File: config.mk
export PLATFORM = sky130hd
export DESIGN_NAME = serial_adder_ctrl
export DESIGN_NICKNAME = d
export VERILOG_FILES = /design/src/rtl/serial_adder_ctrl.sv
export SDC_FILE = /design/constraint.sdc
export NUM_CORES = 1
export LEC_CHECK = 0
export CAP_MARGIN = 20
export CORE_AREA = 8 8 68 70
export CTS_CLUSTER_SIZE = 8
export DETAILED_ROUTE_END_ITERATION = 12
export DIE_AREA = 0 0 76 78
export PLACE_DENSITY = 0.81
export REMOVE_ABC_BUFFERS = 1
export SLEW_MARGIN = 10
export SYNTH_ARGS = -nofsm -noshare
export SYNTH_HDL_FRONTEND = slang
export SYNTH_SLANG_ARGS = --single-unit
File: constraint.sdc
create_clock -name clk -period 2.9 [get_ports clk]
set_input_delay 0.58 -clock clk [delete_from_list [all_inputs] [get_ports clk]]
set_output_delay 0.58 -clock clk [all_outputs]
set_load 0.01 [all_outputs]
File: src/rtl/serial_adder_ctrl.sv
// Bit-serial WIDTH-bit adder: one full_adder cell is reused for every bit,
// LSB first, with the carry held in a register between cycles.

// Single-bit full adder cell shared by the serial and ripple adders.
module full_adder (
  input  logic a,
  input  logic b,
  input  logic cin,
  output logic cout,
  output logic sum
);
  assign sum  = a ^ b ^ cin;
  assign cout = (a & b) | (a & cin) | (b & cin);
endmodule

module serial_adder_ctrl #(
  parameter int WIDTH = 8,
  localparam int CNT_W = $clog2(WIDTH + 1)
) (
  input  logic             clk,
  input  logic             rst,
  input  logic             start,
  input  logic [WIDTH-1:0] a,
  input  logic [WIDTH-1:0] b,
  input  logic             cin,
  output logic             busy,
  output logic             done,
  output logic [WIDTH-1:0] sum,
  output logic             cout
);

  typedef enum logic [1:0] {
    IDLE = 2'd0,
    RUN  = 2'd1,
    DONE = 2'd2
  } state_t;

  localparam logic [CNT_W-1:0] LAST_BIT = CNT_W'(WIDTH - 1);

  state_t           state_q, state_d;
  logic [WIDTH-1:0] a_sh_q, a_sh_d;
  logic [WIDTH-1:0] b_sh_q, b_sh_d;
  logic [WIDTH-1:0] acc_q, acc_d;
  logic [WIDTH-1:0] sum_q, sum_d;
  logic             carry_q, carry_d;
  logic             cout_q, cout_d;
  logic [CNT_W-1:0] cnt_q, cnt_d;

  logic fa_sum;
  logic fa_cout;

  full_adder u_fa (
    .a    (a_sh_q[0]),
    .b    (b_sh_q[0]),
    .cin  (carry_q),
    .cout (fa_cout),
    .sum  (fa_sum)
  );

  // State and datapath registers; reset clears everything at once.
  always_ff @(posedge clk or posedge rst) begin
    if (rst) begin
      state_q <= IDLE;
      a_sh_q  <= '0;
      b_sh_q  <= '0;
      acc_q   <= '0;
      sum_q   <= '0;
      carry_q <= 1'b0;
      cout_q  <= 1'b0;
      cnt_q   <= '0;
    end else begin
      state_q <= state_d;
      a_sh_q  <= a_sh_d;
      b_sh_q  <= b_sh_d;
      acc_q   <= acc_d;
      sum_q   <= sum_d;
      carry_q <= carry_d;
      cout_q  <= cout_d;
      cnt_q   <= cnt_d;
    end
  end

  // Next-state and datapath update: load on accepted start, shift one bit per RUN cycle.
  always_comb begin
    state_d = state_q;
    a_sh_d  = a_sh_q;
    b_sh_d  = b_sh_q;
    acc_d   = acc_q;
    sum_d   = sum_q;
    carry_d = carry_q;
    cout_d  = cout_q;
    cnt_d   = cnt_q;

    unique case (state_q)
      IDLE, DONE: begin
        if (start) begin
          a_sh_d  = a;
          b_sh_d  = b;
          carry_d = cin;
          cnt_d   = '0;
          state_d = RUN;
        end else begin
          state_d = IDLE;
        end
      end
      RUN: begin
        acc_d   = {fa_sum, acc_q[WIDTH-1:1]};
        a_sh_d  = a_sh_q >> 1;
        b_sh_d  = b_sh_q >> 1;
        carry_d = fa_cout;
        if (cnt_q == LAST_BIT) begin
          // Counter parks at the last bit; the result is published only here.
          sum_d   = {fa_sum, acc_q[WIDTH-1:1]};
          cout_d  = fa_cout;
          state_d = DONE;
        end else begin
          cnt_d = cnt_q + 1'b1;
        end
      end
      default: state_d = IDLE;
    endcase
  end

  // Outputs decode directly from registers only.
  assign busy = (state_q == RUN);
  assign done = (state_q == DONE);
  assign sum  = sum_q;
  assign cout = cout_q;

endmodule

==> impl_summary.log, run 1 <==
INFO  metric critical_path.cell_chain = nand2b_4 -> inv_1 -> clkdlybuf4s50_1
INFO  metric synth-main-ff-cell = sky130_fd_sc_hd__dfrtp_1
INFO  metric post_synthesis_share_of_cell_area_spent_on_full_adders_half_adders_and_majority_gates = 1.91%
INFO  metric clock_tree_from_tritoncts = yes
INFO  metric synth_compound_gate_area_share = 7.88%
INFO  metric firstDrtPassIters = 4
INFO  metric postSynthCellCount = 166
INFO  metric nets = 218
INFO  metric synthTopCellsByCount = sky130_fd_sc_hd__nand2_1, sky130_fd_sc_hd__dfrtp_1, sky130_fd_sc_hd__nor2_1
INFO  metric synth_async_sr_flop_share = 100%
INFO  metric fin_setup_tns = 0 ns
INFO  metric place.detailed.hpwl = 2.27 mm
INFO  metric ir_worst_vdd = 0.000516 V
INFO  metric rr_endpoint = cnt_q[2]
INFO  metric stdcell_count = 245
INFO  metric start_kind = register
INFO  metric critical_path_s_slowest_cell = sky130_fd_sc_hd__clkdlybuf4s50_1
INFO  metric routed-via-count = 1237
INFO  metric die-height = 78 µm
INFO  metric initial_core_utilization = 47.9%
INFO  metric power = 0.00221 W
INFO  metric grtUsageMet2 = 19.1%
INFO  metric clock.fmax = 0.378 GHz
INFO  metric clock_pin_slew_worst_setup_and_hold_paths = 0.11 ns
INFO  metric worstPathMaxFanout = 41
INFO  metric rsz0062_at_grt = no
INFO  metric synth.yosys.warnings = 0
INFO  metric drc = 0
INFO  metric cp-end-kind = output port
INFO  metric io_pins = 31
INFO  metric placed_cells_incl_taps = 237
INFO  metric leakage = 0.985 nW
INFO  metric post-synth-top-count-cell = sky130_fd_sc_hd__nand2_1
INFO  metric critical_path_required = 2.32 ns
INFO  metric insertedDiodeCount = 0
INFO  metric layout-drive-gt1-share = 11.7%
INFO  metric hold_class = register to register
INFO  metric remaining_number_of_nets_flagged_by_the_antenna_check_after_routing = 0
INFO  metric first_global_vias = 1309
INFO  metric numPortBuffers = 30
INFO  metric grt.busiest_layer = met2
INFO  metric avgSynthCellArea = 10.2 µm²
INFO  metric areaGrowthSynthToFinish = 23.3%
INFO  metric postSynthRegisterBits = 39
INFO  metric finClkSkew = 0.00927 ns
INFO  metric yosysSeqAreaShare = 57.4%
INFO  metric synth_cell_types = 25
INFO  metric number_of_antenna_violations_at_the_first_check_in_global_routing = 0
INFO  metric simple_gate_area_share_of_the_yosys_netlist = 21.2%
INFO  metric drt-total-wl = 3.17 mm
INFO  metric critical_hold_path_startpoint = acc_q[1]
INFO  metric measured_slew_at_the_worst_slew_check_pin = 0.699 ns
INFO  metric timing.rr.start = state_q[0]
INFO  metric finalHoldViolations = 0
INFO  metric cap_violations = 0
INFO  metric design.die.area = 5930 µm²
INFO  metric critPathArrivalTime = 2.07 ns
INFO  metric total_clock_sinks = 39
INFO  metric whs_path_depth = 2
INFO  metric maxSlewHeadroom = 53.4%
INFO  metric gr-usage-met1 = 13.5%
INFO  metric post_cts_hold_buffer_count = 0
INFO  metric r2r_setup_slack = 1.31 ns
INFO  metric post_drt_wl_per_cell = 12.9 µm
INFO  metric critPathMaxStageDelay = 0.62 ns
INFO  metric status = complete, no violations
INFO  metric total_power_density_per_cell_area = 1060 nW/µm²
INFO  metric final-max-slew-violation-count = 0
INFO  metric chipWidth = 76 µm
INFO  metric grt_util_all_layers = 11.7%
INFO  metric worstSkewPairLatency = 0.35 ns
INFO  metric detailedRoute.firstIterationViolations = 116
INFO  metric grt_pass1_wl = 5.74 mm
INFO  metric final.min_clock_period = 2.65 ns
INFO  metric clock_tree.root_cell = sky130_fd_sc_hd__clkbuf_4
INFO  metric grt_max_degree = 42
INFO  metric globalRouteMet3Util = 5.18%
INFO  metric finalCritPeriodShare = 91.3%
INFO  metric cts_inserted_buffers = 5
INFO  metric cts_buffer_depth = 2
INFO  metric ff2ff_path_depth = 4
INFO  metric multiplexer_share_of_the_synthesized_area = 7.14%
INFO  metric fill_count = 304
INFO  metric cts_max_level = 2
INFO  metric timing.setup.critical_path_class = register to output port
INFO  metric setup-violations-final = 0
INFO  metric netlist_top_cells_area = sky130_fd_sc_hd__dfrtp_1, sky130_fd_sc_hd__nand2_1, sky130_fd_sc_hd__mux2_2
INFO  metric post-synth-top-area-cell = sky130_fd_sc_hd__dfrtp_1
INFO  metric xor_and_xnor_area_share_after_synthesis = 0%
INFO  metric routabilityCongestion = 0.743
INFO  metric cts_setup_buffers = 0
INFO  metric min_delay_worst_endpoint = acc_q[1]
INFO  metric syn-cell-area = 1700 µm²
INFO  metric synth_top_family_by_area = simple AND/OR/NAND/NOR gates
INFO  metric placementRows = 22
INFO  metric synth.top_cell.area_share = 57.4%
INFO  metric route.detailed.vias_per_inst = 5.05
INFO  metric grt_overflow = 0
INFO  metric post_cts.resized_instances = 0
INFO  metric synth-edff-count = 0
INFO  metric fp.coreArea = 3550 µm²
final cells by class:
type	count	area [µm²]	area share (%)
Sequential cell	39	976	46.6
Multi-Input combinational cell	114	648	30.9
Timing Repair Buffer	32	315	15.0
Tap cell	48	60.1	2.87
Clock inverter	3	43.8	2.09
Clock buffer	5	37.5	1.79
Inverter	4	15.0	0.716
logic make-up after synthesis:
logic type	count (synthesis)
AOI/OAI and AO/OA	20
muxes	11
and+or+nand+nor	81
adders and majority gates	2
DFF	39
buffers and inverters	13
per-layer routing:
layer | up-vias | part of all wire (%)
met5 | - | 0
met4 | 0 | 1.5
met3 | 5 | 6.3
met2 | 40 | 46
met1 | 583 | 47
li1 | 609 | -
state kept, by name, summed over array words and instances, names as in the netlist:
register / flops
b_sh_q: 8
cout: 1
acc_q: 7
state_q: 2
a_sh_q: 8
sum: 8
cnt_q: 4
carry_q: 1
power breakdown:
part | internal (W) | switching [W]
combinational | 0.000425 | 0.000477
sequential | 0.000797 | 0.000157
clock | 0.000181 | 0.000178
worst max-delay path: cells and delay by family, from the launching register on:
kind / cells / cell delay [ns]
AND/OR/NAND/NOR: 1 / 0.34
flip-flops: 1 / 0.39
buffers and inverters: 2 / 0.99
through the flow:
stage | hold slack, ns | setup slack [ns] | instance area (µm²) | utilization, %
floorplan | 0.440 | 1.20 | 1640 | -
global placement | 0.466 | 0.665 | 2010 | 56.7
detailed placement | 0.462 | 0.622 | 2010 | 56.7
CTS | 0.490 | 0.223 | 2100 | 59.0
global route | 0.532 | 0.0731 | 2100 | 59.0
finish | 0.493 | 0.252 | 2100 | 59.0
placed cells by master (no fill, tap or decap), drive strengths merged, types with 2 or more instances in the layout:
cell type and count:
nor2 18, inv 4, clkbuf 5, mux2 9, a22o 2, a31oi 15
mux2i 2, clkinv 2, buf 2, clkdlybuf4s50 30, dfrtp 39, nand2b 2
nand2 56
worst max path at each step:
stage                     to  slack [ns]        from  cells after the start
global route            busy        0.07  state_q[1]                      3
finish                  busy        0.25  state_q[1]                      3
floorplan           cnt_q[2]        1.20       start                      3
CTS                     busy        0.22  state_q[1]                      3
global placement        busy        0.66  state_q[1]                      3
detailed placement      busy        0.62  state_q[1]                      3
Power figures use the tool's default switching activity.
==> run 2: changes to the inputs <==
--- a/config.mk
+++ b/config.mk
@@ -12,6 +12,7 @@
 export DIE_AREA = 0 0 76 78
 export PLACE_DENSITY = 0.81
 export REMOVE_ABC_BUFFERS = 1
+export SKIP_CTS_REPAIR_TIMING = 1
 export SLEW_MARGIN = 10
 export SYNTH_ARGS = -nofsm -noshare
 export SYNTH_HDL_FRONTEND = slang
==> results of run 2 <==
Same layout as run 1: the final DEF is identical, and so are final timing and power.
